### src/rtl/cia_ctrl_pkg.sv
// Shared types and constants for the CIA bus controller.
//   state_e : controller FSM states
//   src_e   : transaction source (auto-ICR, port 0, port 1)
//   RS_ICR  : register select of the CIA interrupt control register
package cia_ctrl_pkg;

  typedef enum logic [1:0] {
    ST_IDLE    = 2'd0,
    ST_GRANT   = 2'd1,
    ST_ACCESS  = 2'd2,
    ST_CAPTURE = 2'd3
  } state_e;

  typedef enum logic [1:0] {
    SRC_ICR = 2'd0,
    SRC_P0  = 2'd1,
    SRC_P1  = 2'd2
  } src_e;

  localparam logic [3:0] RS_ICR = 4'hD;

endpackage

### src/rtl/cia_phase_gen.sv
// Phase counter for the CIA bus timing.
// The counter runs 0..PHI2_DIV-1 and wraps. Phase PHI2_DIV-2 is the bus slot,
// phase PHI2_DIV-1 carries the phi2 strobe.
// Ports:
//   clk, reset_n : clock, async active-low reset
//   phi2         : one-clk strobe in the last phase
//   slot_next    : high in the phase immediately before the bus slot, so the
//                  controller can register its bus outputs for the slot
module cia_phase_gen #(
  parameter int unsigned PHI2_DIV = 4
) (
  input  logic clk,
  input  logic reset_n,
  output logic phi2,
  output logic slot_next
);

  localparam int unsigned PW = (PHI2_DIV > 2) ? $clog2(PHI2_DIV) : 1;
  localparam logic [PW-1:0] PH_LAST = PW'(PHI2_DIV - 1);
  // With a divider of 2 the slot is phase 0, so the phase before it is phase 1.
  localparam logic [PW-1:0] PH_PRE  = (PHI2_DIV == 2) ? PW'(1) : PW'(PHI2_DIV - 3);

  logic [PW-1:0] phase_q;
  logic [PW-1:0] phase_d;

  always_comb begin
    phase_d = phase_q + PW'(1);
    if (phase_q == PH_LAST) begin
      phase_d = '0;
    end
  end

  always_ff @(posedge clk or negedge reset_n) begin
    if (!reset_n) begin
      phase_q <= '0;
    end else begin
      phase_q <= phase_d;
    end
  end

  assign phi2      = (phase_q == PH_LAST);
  assign slot_next = (phase_q == PH_PRE);

endmodule

### src/rtl/cia_bus_ctrl.sv
// Two-port arbiter and bus sequencer for a CIA-style peripheral, with an
// optional automatic ICR read on interrupt.
// Ports:
//   clk, reset_n             : clock, async active-low reset
//   reqN/addrN/weN/wdataN    : requester N level request and transaction
//   ackN                     : one-cycle completion pulse for port N
//   rdata                    : data of the last completed port read (held)
//   phi2                     : one-clk phi2 strobe
//   cia_cs_n/cia_rw/cia_rs/cia_db_in : bus to the CIA, valid in the slot
//   cia_db_out               : read data from the CIA
//   cia_irq_n                : CIA interrupt, active low
//   icr_value/icr_valid      : captured ICR byte and its strobe
//
// state      | meaning
// -----------+-------------------------------------------------------
// ST_IDLE    | arbitrate; latch winner's transaction on leaving
// ST_GRANT   | wait for the phase before the bus slot
// ST_ACCESS  | cs_n low for the single slot clock
// ST_CAPTURE | read data latched, ack / icr_valid pulse high
module cia_bus_ctrl
  import cia_ctrl_pkg::*;
#(
  parameter int unsigned PHI2_DIV = 4,
  parameter int unsigned AUTO_ICR = 1
) (
  input  logic       clk,
  input  logic       reset_n,
  input  logic       req0,
  input  logic       req1,
  input  logic [3:0] addr0,
  input  logic [3:0] addr1,
  input  logic       we0,
  input  logic       we1,
  input  logic [7:0] wdata0,
  input  logic [7:0] wdata1,
  output logic       ack0,
  output logic       ack1,
  output logic [7:0] rdata,
  output logic       phi2,
  output logic       cia_cs_n,
  output logic       cia_rw,
  output logic [3:0] cia_rs,
  output logic [7:0] cia_db_in,
  input  logic [7:0] cia_db_out,
  input  logic       cia_irq_n,
  output logic [7:0] icr_value,
  output logic       icr_valid
);

  logic slot_next;

  cia_phase_gen #(
    .PHI2_DIV (PHI2_DIV)
  ) u_phase (
    .clk       (clk),
    .reset_n   (reset_n),
    .phi2      (phi2),
    .slot_next (slot_next)
  );

  state_e     state_q, state_d;
  src_e       src_q, src_d;
  logic [3:0] addr_q, addr_d;
  logic       we_q, we_d;
  logic [7:0] wdata_q, wdata_d;
  logic       rr_q, rr_d;          // 1: port 1 wins a tie next time
  logic       holdoff_q, holdoff_d;
  logic       cs_n_q, cs_n_d;
  logic       rw_q, rw_d;
  logic [3:0] rs_q, rs_d;
  logic [7:0] db_in_q, db_in_d;
  logic       ack0_q, ack0_d;
  logic       ack1_q, ack1_d;
  logic [7:0] rdata_q, rdata_d;
  logic [7:0] icr_value_q, icr_value_d;
  logic       icr_valid_q, icr_valid_d;
  logic       icr_elig;

  assign icr_elig = (AUTO_ICR != 0) && !cia_irq_n && !holdoff_q;

  always_comb begin
    state_d     = state_q;
    src_d       = src_q;
    addr_d      = addr_q;
    we_d        = we_q;
    wdata_d     = wdata_q;
    rr_d        = rr_q;
    // The holdoff drops once the CIA has visibly released IRQ.
    holdoff_d   = cia_irq_n ? 1'b0 : holdoff_q;
    cs_n_d      = 1'b1;
    rw_d        = 1'b1;
    rs_d        = rs_q;
    db_in_d     = db_in_q;
    ack0_d      = 1'b0;
    ack1_d      = 1'b0;
    rdata_d     = rdata_q;
    icr_value_d = icr_value_q;
    icr_valid_d = 1'b0;

    case (state_q)
      ST_IDLE: begin
        if (icr_elig) begin
          src_d   = SRC_ICR;
          addr_d  = RS_ICR;
          we_d    = 1'b0;
          wdata_d = 8'h00;
          state_d = ST_GRANT;
        end else if (req0 && (!req1 || !rr_q)) begin
          src_d   = SRC_P0;
          addr_d  = addr0;
          we_d    = we0;
          wdata_d = wdata0;
          rr_d    = 1'b1;
          state_d = ST_GRANT;
        end else if (req1) begin
          src_d   = SRC_P1;
          addr_d  = addr1;
          we_d    = we1;
          wdata_d = wdata1;
          rr_d    = 1'b0;
          state_d = ST_GRANT;
        end
      end

      ST_GRANT: begin
        if (slot_next) begin
          cs_n_d  = 1'b0;
          rw_d    = !we_q;
          rs_d    = addr_q;
          db_in_d = wdata_q;
          state_d = ST_ACCESS;
        end
      end

      ST_ACCESS: begin
        if (src_q == SRC_ICR) begin
          icr_value_d = cia_db_out;
          icr_valid_d = 1'b1;
        end else begin
          if (!we_q) begin
            rdata_d = cia_db_out;
          end
          ack0_d = (src_q == SRC_P0);
          ack1_d = (src_q == SRC_P1);
        end
        // Any ICR read clears the CIA's interrupt, but IRQ only rises at the
        // following phi2; block a second auto read until then.
        if (!we_q && (addr_q == RS_ICR)) begin
          holdoff_d = 1'b1;
        end
        state_d = ST_CAPTURE;
      end

      ST_CAPTURE: begin
        state_d = ST_IDLE;
      end

      default: begin
        state_d = ST_IDLE;
      end
    endcase
  end

  always_ff @(posedge clk or negedge reset_n) begin
    if (!reset_n) begin
      state_q     <= ST_IDLE;
      src_q       <= SRC_P0;
      addr_q      <= 4'h0;
      we_q        <= 1'b0;
      wdata_q     <= 8'h00;
      rr_q        <= 1'b0;
      holdoff_q   <= 1'b0;
      cs_n_q      <= 1'b1;
      rw_q        <= 1'b1;
      rs_q        <= 4'h0;
      db_in_q     <= 8'h00;
      ack0_q      <= 1'b0;
      ack1_q      <= 1'b0;
      rdata_q     <= 8'h00;
      icr_value_q <= 8'h00;
      icr_valid_q <= 1'b0;
    end else begin
      state_q     <= state_d;
      src_q       <= src_d;
      addr_q      <= addr_d;
      we_q        <= we_d;
      wdata_q     <= wdata_d;
      rr_q        <= rr_d;
      holdoff_q   <= holdoff_d;
      cs_n_q      <= cs_n_d;
      rw_q        <= rw_d;
      rs_q        <= rs_d;
      db_in_q     <= db_in_d;
      ack0_q      <= ack0_d;
      ack1_q      <= ack1_d;
      rdata_q     <= rdata_d;
      icr_value_q <= icr_value_d;
      icr_valid_q <= icr_valid_d;
    end
  end

  assign ack0      = ack0_q;
  assign ack1      = ack1_q;
  assign rdata     = rdata_q;
  assign cia_cs_n  = cs_n_q;
  assign cia_rw    = rw_q;
  assign cia_rs    = rs_q;
  assign cia_db_in = db_in_q;
  assign icr_value = icr_value_q;
  assign icr_valid = icr_valid_q;

endmodule

### config.mk
export PLATFORM = sky130hd
export DESIGN_NAME = cia_bus_ctrl
export DESIGN_NICKNAME = d
export VERILOG_FILES = /design/src/rtl/cia_ctrl_pkg.sv /design/src/rtl/cia_phase_gen.sv /design/src/rtl/cia_bus_ctrl.sv
export SDC_FILE = /design/constraint.sdc
export NUM_CORES = 1
export LEC_CHECK = 0
export ABC_AREA = 1
export ABC_CLOCK_PERIOD_IN_PS = 3600
export CAP_MARGIN = 15
export CORE_MARGIN = 5
export CORE_UTILIZATION = 50
export CTS_CLUSTER_DIAMETER = 40
export DETAILED_ROUTE_END_ITERATION = 7
export MAX_ROUTING_LAYER = met4
export PLACE_DENSITY_LB_ADDON = 0.3
export SYNTH_ARGS = -nofsm -noshare
export SYNTH_HDL_FRONTEND = slang
export SYNTH_HIERARCHICAL = 1
export SYNTH_SLANG_ARGS = --single-unit
### constraint.sdc
create_clock -name clk -period 3.6 [get_ports clk]
set_input_delay 0.9 -clock clk [delete_from_list [all_inputs] [get_ports clk]]
set_output_delay 0.9 -clock clk [all_outputs]
set_load 0.005 [all_outputs]
==> results by group, run 1 <==
Layout
  • P&R area growth vs syn: 35.5%
  • Layout cells sized above 1: between 10% and 20%
  • Finished Core Util: 68.4%
  • Fillers: 379
  • Final net count: 360
  • Ant. Diodes: 0

Yosys
  • Simple-gate portion of the synthesized area: between 20 and 25%
  • Ys Warns: 6
  • Combinational family with the most area after synthesis: simple AND/OR/NAND/NOR gates
  • Synth Area in XOR/XNOR: 0%
  • Post-Syn Area per Cell: roughly 9.6 sq um
  • Synth Cell Area: about 2400 sq um
  • Post-synth cell types: 24
  • Register area share after synthesis: 57.6%
  • Post-Syn Instances: ~250
  • Post-synthesis adder-cell area fraction: 2.66%
  • Yosys reg bits: between 50 and 60
  • Mux share of post-synthesis cell area: approximately 5.3%
  • Synth Area in Compound Gates: under 10%
  • Synth Net Count: between 200 and 300

Power and ir drop
  • Seq pwr share: about two fifths
  • Sw Pwr: 0.000804 W
  • Switching Fraction: roughly a third
  • Cell leakage power: around 1.6 nW
  • Power Density: between 700 and 800 nW/um^2
  • Worst VDD drop: 370 uV
  • Clk network pwr share: between 10% and 20%
  • Total Power: approximately 0.0024 W
  • Internal Power: 0.00160 W
  • Combinational share of power: 41.2%

Floorplan
  • Initial Utilization: between 50% and 60%
  • Top Ports: between 70 and 80
  • Die X: ~79 um
  • Core area: 4660 sq um
  • Die area: 6180 sq um
  • # rows: 25
  • Die Y: 78.6 um

GRT
  • Gr usage total: ~18%
  • Grt ovf: 0
  • Antenna violations before repair: 0
  • Vias in the first global route: 1830
  • Pin count of the biggest net entering global routing: 29
  • Global-route wire length before repair: slightly below 9 mm

Timing
  • Max_slew headroom: a little under three fifths
  • Final period util: between 60 and 70%
  • Fmax: 438 MHz
  • Max-slew violations: 0
  • RSZ-0062 raised after global routing: no
  • Worst slew pin tran: ~670 ps
  • Fin crit period: ~2300 ps
  • Final Hold Viols: 0
  • Final setup vio count: 0
  • Clock Skews: 9.05 ps
  • Setup Total Neg Slack: 0 ps

Clock network
  • Root Buffer: clkbuf_8
  • Htree depth: 2
  • Clock Path Buffers: 2
  • Post-CTS Repair Setup Buffers: 0
  • CTS buffer count: 5
  • CTS hold repair buffers: 0
  • Clk_lat worst skew: 320 ps
  • Clk sinks: 54
  • Clock slew at reported path FFs: roughly 100 ps
  • CTS tree: built
  • PostCTS Resize Cnt: 0

Route
  • Drt drc: 0
  • Vias per cell: between 5 and 6
  • Initial DRC count: 97
  • Initial DRT Pass Iterations: 4
  • WL/cell: ~14 um
  • Antenna viol nets, final: 0
  • WL final: ~5.1 mm
  • Vias: around 1900

Hold path
  • Worst min path class: flip-flop to flip-flop
  • Hold Crit Start: u_phase/phase_q[0]$_DFF_PN0_

Flow run
  • Max Cap Viol: 0

Place
  • Final HPWL DP: 3.67 mm
  • I/O Buffers: 72
  • Final Wtd Congestion: 0.775

Setup path
  • Crit path launch type: flip-flop
  • WP data arrival: approximately 1400 ps
  • Worst r2r src: state_q[0]$_DFFE_PN0P_
  • CP max FO: 3
  • WP data required: between 2000 and 3000 ps
  • Critical path startpoint: u_phase/phase_q[0]$_DFF_PN0_
  • Endpoint class of the critical path: primary output
  • CP Class: flip-flop to primary output

Status
  • Status: finished, final reports clean
-- cell usage in the layout, fill, tap and decap left out --
cell             instances
nor3_1                   2
dfstp_2                  3
clkdlybuf4s50_1         71
o22ai_1                  1
o21ai_0                  9
inv_1                   19
inv_2                    1
nand2_1                 77
inv_4                    1
nand2_4                  1
inv_6                    2
nand3_1                 30
mux2_1                   2
dfrtp_1                 51
ha_1                     5
nand4_1                  2
nand2_2                  5
buf_4                    1
nor2_1                   2
mux2_2                   9
bufinv_16                1
o21ai_2                  1
nor2_2                   2
clkbuf_8                 5
buf_2                    1
o21ai_1                 11
nand3_2                  2
-- layout make-up --
cell class	count	area (sq um)	area share [%]
multi-input cells	161	846	26.5
inverters	21	81.3	2.55
clock inverters	3	47.5	1.49
clock buffers	5	68.8	2.16
well taps	54	67.6	2.12
flip-flops and latches	54	1360	42.5
repair buffers	73	723	22.7
-- critical path: stages (launching register included) --
cell and delay [ps]:
dfrtp_1 410, ha_1 210, clkdlybuf4s50_1 450
-- logic make-up after synthesis --
logic type,Yosys count
AO/OA/AOI/OAI,22
adder cells (fa/ha/maj),5
buffers and inverters,31
flip-flops,54
multiplexers,11
AND/OR/NAND/NOR,123
-- sequential cells by signal, summed over array words and instances (netlist names) --
register and count:
we_q 1, icr_valid 1, addr_q 4, ack0 1
rdata 8, rr_q 1, u_phase/phase_q 2, cia_rs 4
src_q 2, state_q 2, cia_db_in 8, cia_rw 1
wdata_q 8, ack1 1, cia_cs_n 1, holdoff_q 1
icr_value 8
-- final timing paths --
kind                                           endpoint  slack, ps  cells past startpoint
max                                                phi2       1320                      2
min                        u_phase/phase_q[0]$_DFF_PN0_        460                      1
max reg2reg                        rdata[3]$_DFFE_PN0P_       2120                      7
min reg2reg                u_phase/phase_q[0]$_DFF_PN0_        460                      1
max in group asynchronous              cia_rw$_DFF_PN1_       2200                      2
min in group asynchronous        wdata_q[1]$_DFFE_PN0P_        580                      1
-- cells in the mapped netlist --
library cell	number	area, sq um
mux2_1	2	22.5
ha_1	5	62.6
nand2_1	77	289
inv_4	1	6.26
o21ai_0	9	45.0
dfrtp_1	51	1280
o21ai_1	11	55.1
buf_2	6	30.0
inv_1	19	71.3
nor2_2	2	12.5
nand2_2	5	31.3
nand4_1	2	12.5
dfstp_2	3	78.8
nor3_1	2	10.0
mux2_2	9	101
buf_6	3	33.8
buf_4	1	7.51
o21ai_2	1	8.76
nand3_2	2	20.0
nor2_1	2	7.51
inv_2	1	3.75
o22ai_1	1	6.26
nand2_4	1	11.3
nand3_1	30	150
-- power by group through the flow --
stage	clock network, W	registers (W)	logic, W
2_1_floorplan	0	0.00101	0.000536
3_3_place_gp	0	0.000999	0.000980
3_5_place_dp	0	0.00101	0.00100
4_1_cts	0.000427	0.00100	0.00101
5_1_grt	0.000457	0.00103	0.00111
6_report	0.000418	0.000998	0.000993
-- metal layers --
metal / part of all wire [%] / global-route usage, %
met1: 42 / 21.8
met5: 0 / -
met4: 2.1 / 7.34
met3: 4.3 / 3.44
met2: 52 / 31.2
-- per-stage QoR --
step	instances	instance area, sq um	setup slack (ps)	hold WS (ps)
after floorplan	246	2350	1930	430
after global placement	363	3070	1120	446
after detailed placement	363	3070	1100	455
after CTS	371	3190	1300	469
after global routing	371	3190	1260	489
final	371	3190	1320	460
No activity file was read; power rests on OpenSTA's default activity.
==> inputs of run 2 (changes only) <==
- ABC_CLOCK_PERIOD_IN_PS: 3600 -> 2300
- CORE_UTILIZATION: 50 -> 46
- clock period: 3.6 -> 2.3 ns (I/O delays scaled with it)
==> results by group, run 2 (synthesis gave the netlist of run 1 again) <==
GRT
  • Met3 usage: approximately 4.1%
  • Grt ovf: 0
  • GRT busiest layer: met2
  • Met1 Use GR: a little over a fifth
  • Antenna violations before repair: 0
  • Vias in the first global route: a little under 2000
  • Gr usage total: about 18%
  • Global-route wire length before repair: about 9 mm
  • GR Layer Usage met2: between 30% and 40%
  • Pin count of the biggest net entering global routing: 31

Layout
  • Commonest non-fill, non-tap cells in the layout: 77 x nand2_1, 71 x clkdlybuf4s50_1, 51 x dfrtp_1
  • Area of the multi-input gates: around 850 sq um
  • Fillers: ~430
  • Layout cells sized above 1: between 10% and 20%
  • Finished Core Util: 63.9%
  • Register area: between 1000 and 1500 sq um
  • Final net count: 363
  • P&R area growth vs syn: 36.9%
  • Most common cell after layout, fill and taps aside: nand2_1
  • Ant. Diodes: 0

Clock network
  • CTS hold repair buffers: 0
  • CTS buffer count: 5
  • Clock Path Buffers: 2
  • Htree depth: 2
  • Clk_lat worst skew: 300 ps
  • CTS tree: built
  • Root Buffer: clkbuf_8
  • Clk sinks: 54
  • PostCTS Resize Cnt: 0
  • Clock slew at reported path FFs: about 100 ps
  • Post-CTS Repair Setup Buffers: 0

Timing
  • Max-slew violations: 0
  • Clock Skews: around 7.4 ps
  • Final setup vio count: 0
  • Max_slew headroom: roughly three fifths
  • Fin crit period: roughly 1900 ps
  • Final period util: 84.6%
  • Final Hold Viols: 0
  • Setup Total Neg Slack: 0 ps
  • Worst slew pin tran: about 630 ps
  • Fmax: slightly above 500 MHz
  • RSZ-0062 raised after global routing: no

Floorplan
  • # rows: 26
  • Top Ports: 73
  • Die X: 81.5 um
  • Initial Utilization: a little under half
  • Core area: 5040 sq um
  • Die Y: ~82 um
  • Die area: 6650 sq um

Route
  • Vias: 1911
  • Vias per cell: just under 5
  • Antenna viol nets, final: 0
  • WL final: approximately 5.3 mm
  • Drt drc: 0
  • Initial DRT Pass Iterations: 4
  • WL/cell: 13.7 um
  • Initial DRC count: around 120

Power and ir drop
  • Power Density: 1140 nW/um^2
  • Worst VDD drop: around 600 uV
  • Cell leakage power: between 1.5 and 2 nW

Place
  • Final HPWL DP: around 4 mm
  • I/O Buffers: 72
  • Final Wtd Congestion: about 0.8

Setup path
  • CP Class: flip-flop to primary output
  • Endpoint class of the critical path: primary output
  • WP data arrival: 1370 ps
  • Crit path launch type: flip-flop
  • CP max FO: 3
  • WP data required: around 1700 ps

Hold path
  • Worst min path class: primary input to async pin

Flow run
  • Max Cap Viol: 0

Status
  • Status: finished, final reports clean
[run 2: cell count changes in the layout (fill, tap and decap cells not counted)]
cell and delta:
buf_4 +2, inv_6 -2, buf_12 +1, bufinv_16 -1, clkbuf_8 +1, clkinv_2 +1, clkinvlp_4 +1
[run 2: layout make-up]
class	count	share of cell area, %
clock buffer	6	2.56
clock inverter	2	0.388
inverter	21	2.52
multi-input combinational	161	26.2
sequential	54	42.0
tap	70	2.72
timing repair buffer	76	23.5
[run 2: metrics by stage]
| stage | instance area [sq um] | cells | hold WS, ps | total power [W] | setup slack (ps) |
|---|---|---|---|---|---|
| global route | 3220 | 390 | 292 | 0.00400 | 314 |
| detailed placement | 3130 | 382 | 466 | 0.00319 | 340 |
| CTS | 3220 | 390 | 275 | 0.00374 | 333 |
| floorplan | 2350 | 246 | 279 | 0.00241 | 923 |
| global placement | 3130 | 382 | 447 | 0.00314 | 356 |
| finish | 3220 | 390 | 258 | 0.00369 | 355 |
[run 2: path summary, 6_finish.rpt]
kind	startpoint	to	slack, ps	cells after the start
min	reset_n	addr_q[2]$_DFFE_PN0P_	260	1
min in group clk	u_phase/phase_q[0]$_DFF_PN0_	u_phase/phase_q[0]$_DFF_PN0_	470	1
max	u_phase/phase_q[0]$_DFF_PN0_	phi2	350	2
max in group asynchronous	reset_n	cia_rw$_DFF_PN1_	1410	2
max reg2reg	state_q[0]$_DFFE_PN0P_	rdata[1]$_DFFE_PN0P_	830	7
min reg2reg	u_phase/phase_q[0]$_DFF_PN0_	u_phase/phase_q[0]$_DFF_PN0_	470	1
[run 2: per-layer routing]
metal  vias up  share of wire (%)
met5         -                  0
met4         0               0.98
met3         4                6.8
met2        59                 52
met1       912                 40
li1        936                  -
[run 2: power by group]
part	internal (W)	switching, W
registers	0.00135	0.000222
clock network	0.000243	0.000303
logic	0.000841	0.000726
[run 2: critical path: stages (launching register included)]
cell and delay (ps):
dfrtp_1 410, ha_1 220, clkdlybuf4s50_1 440
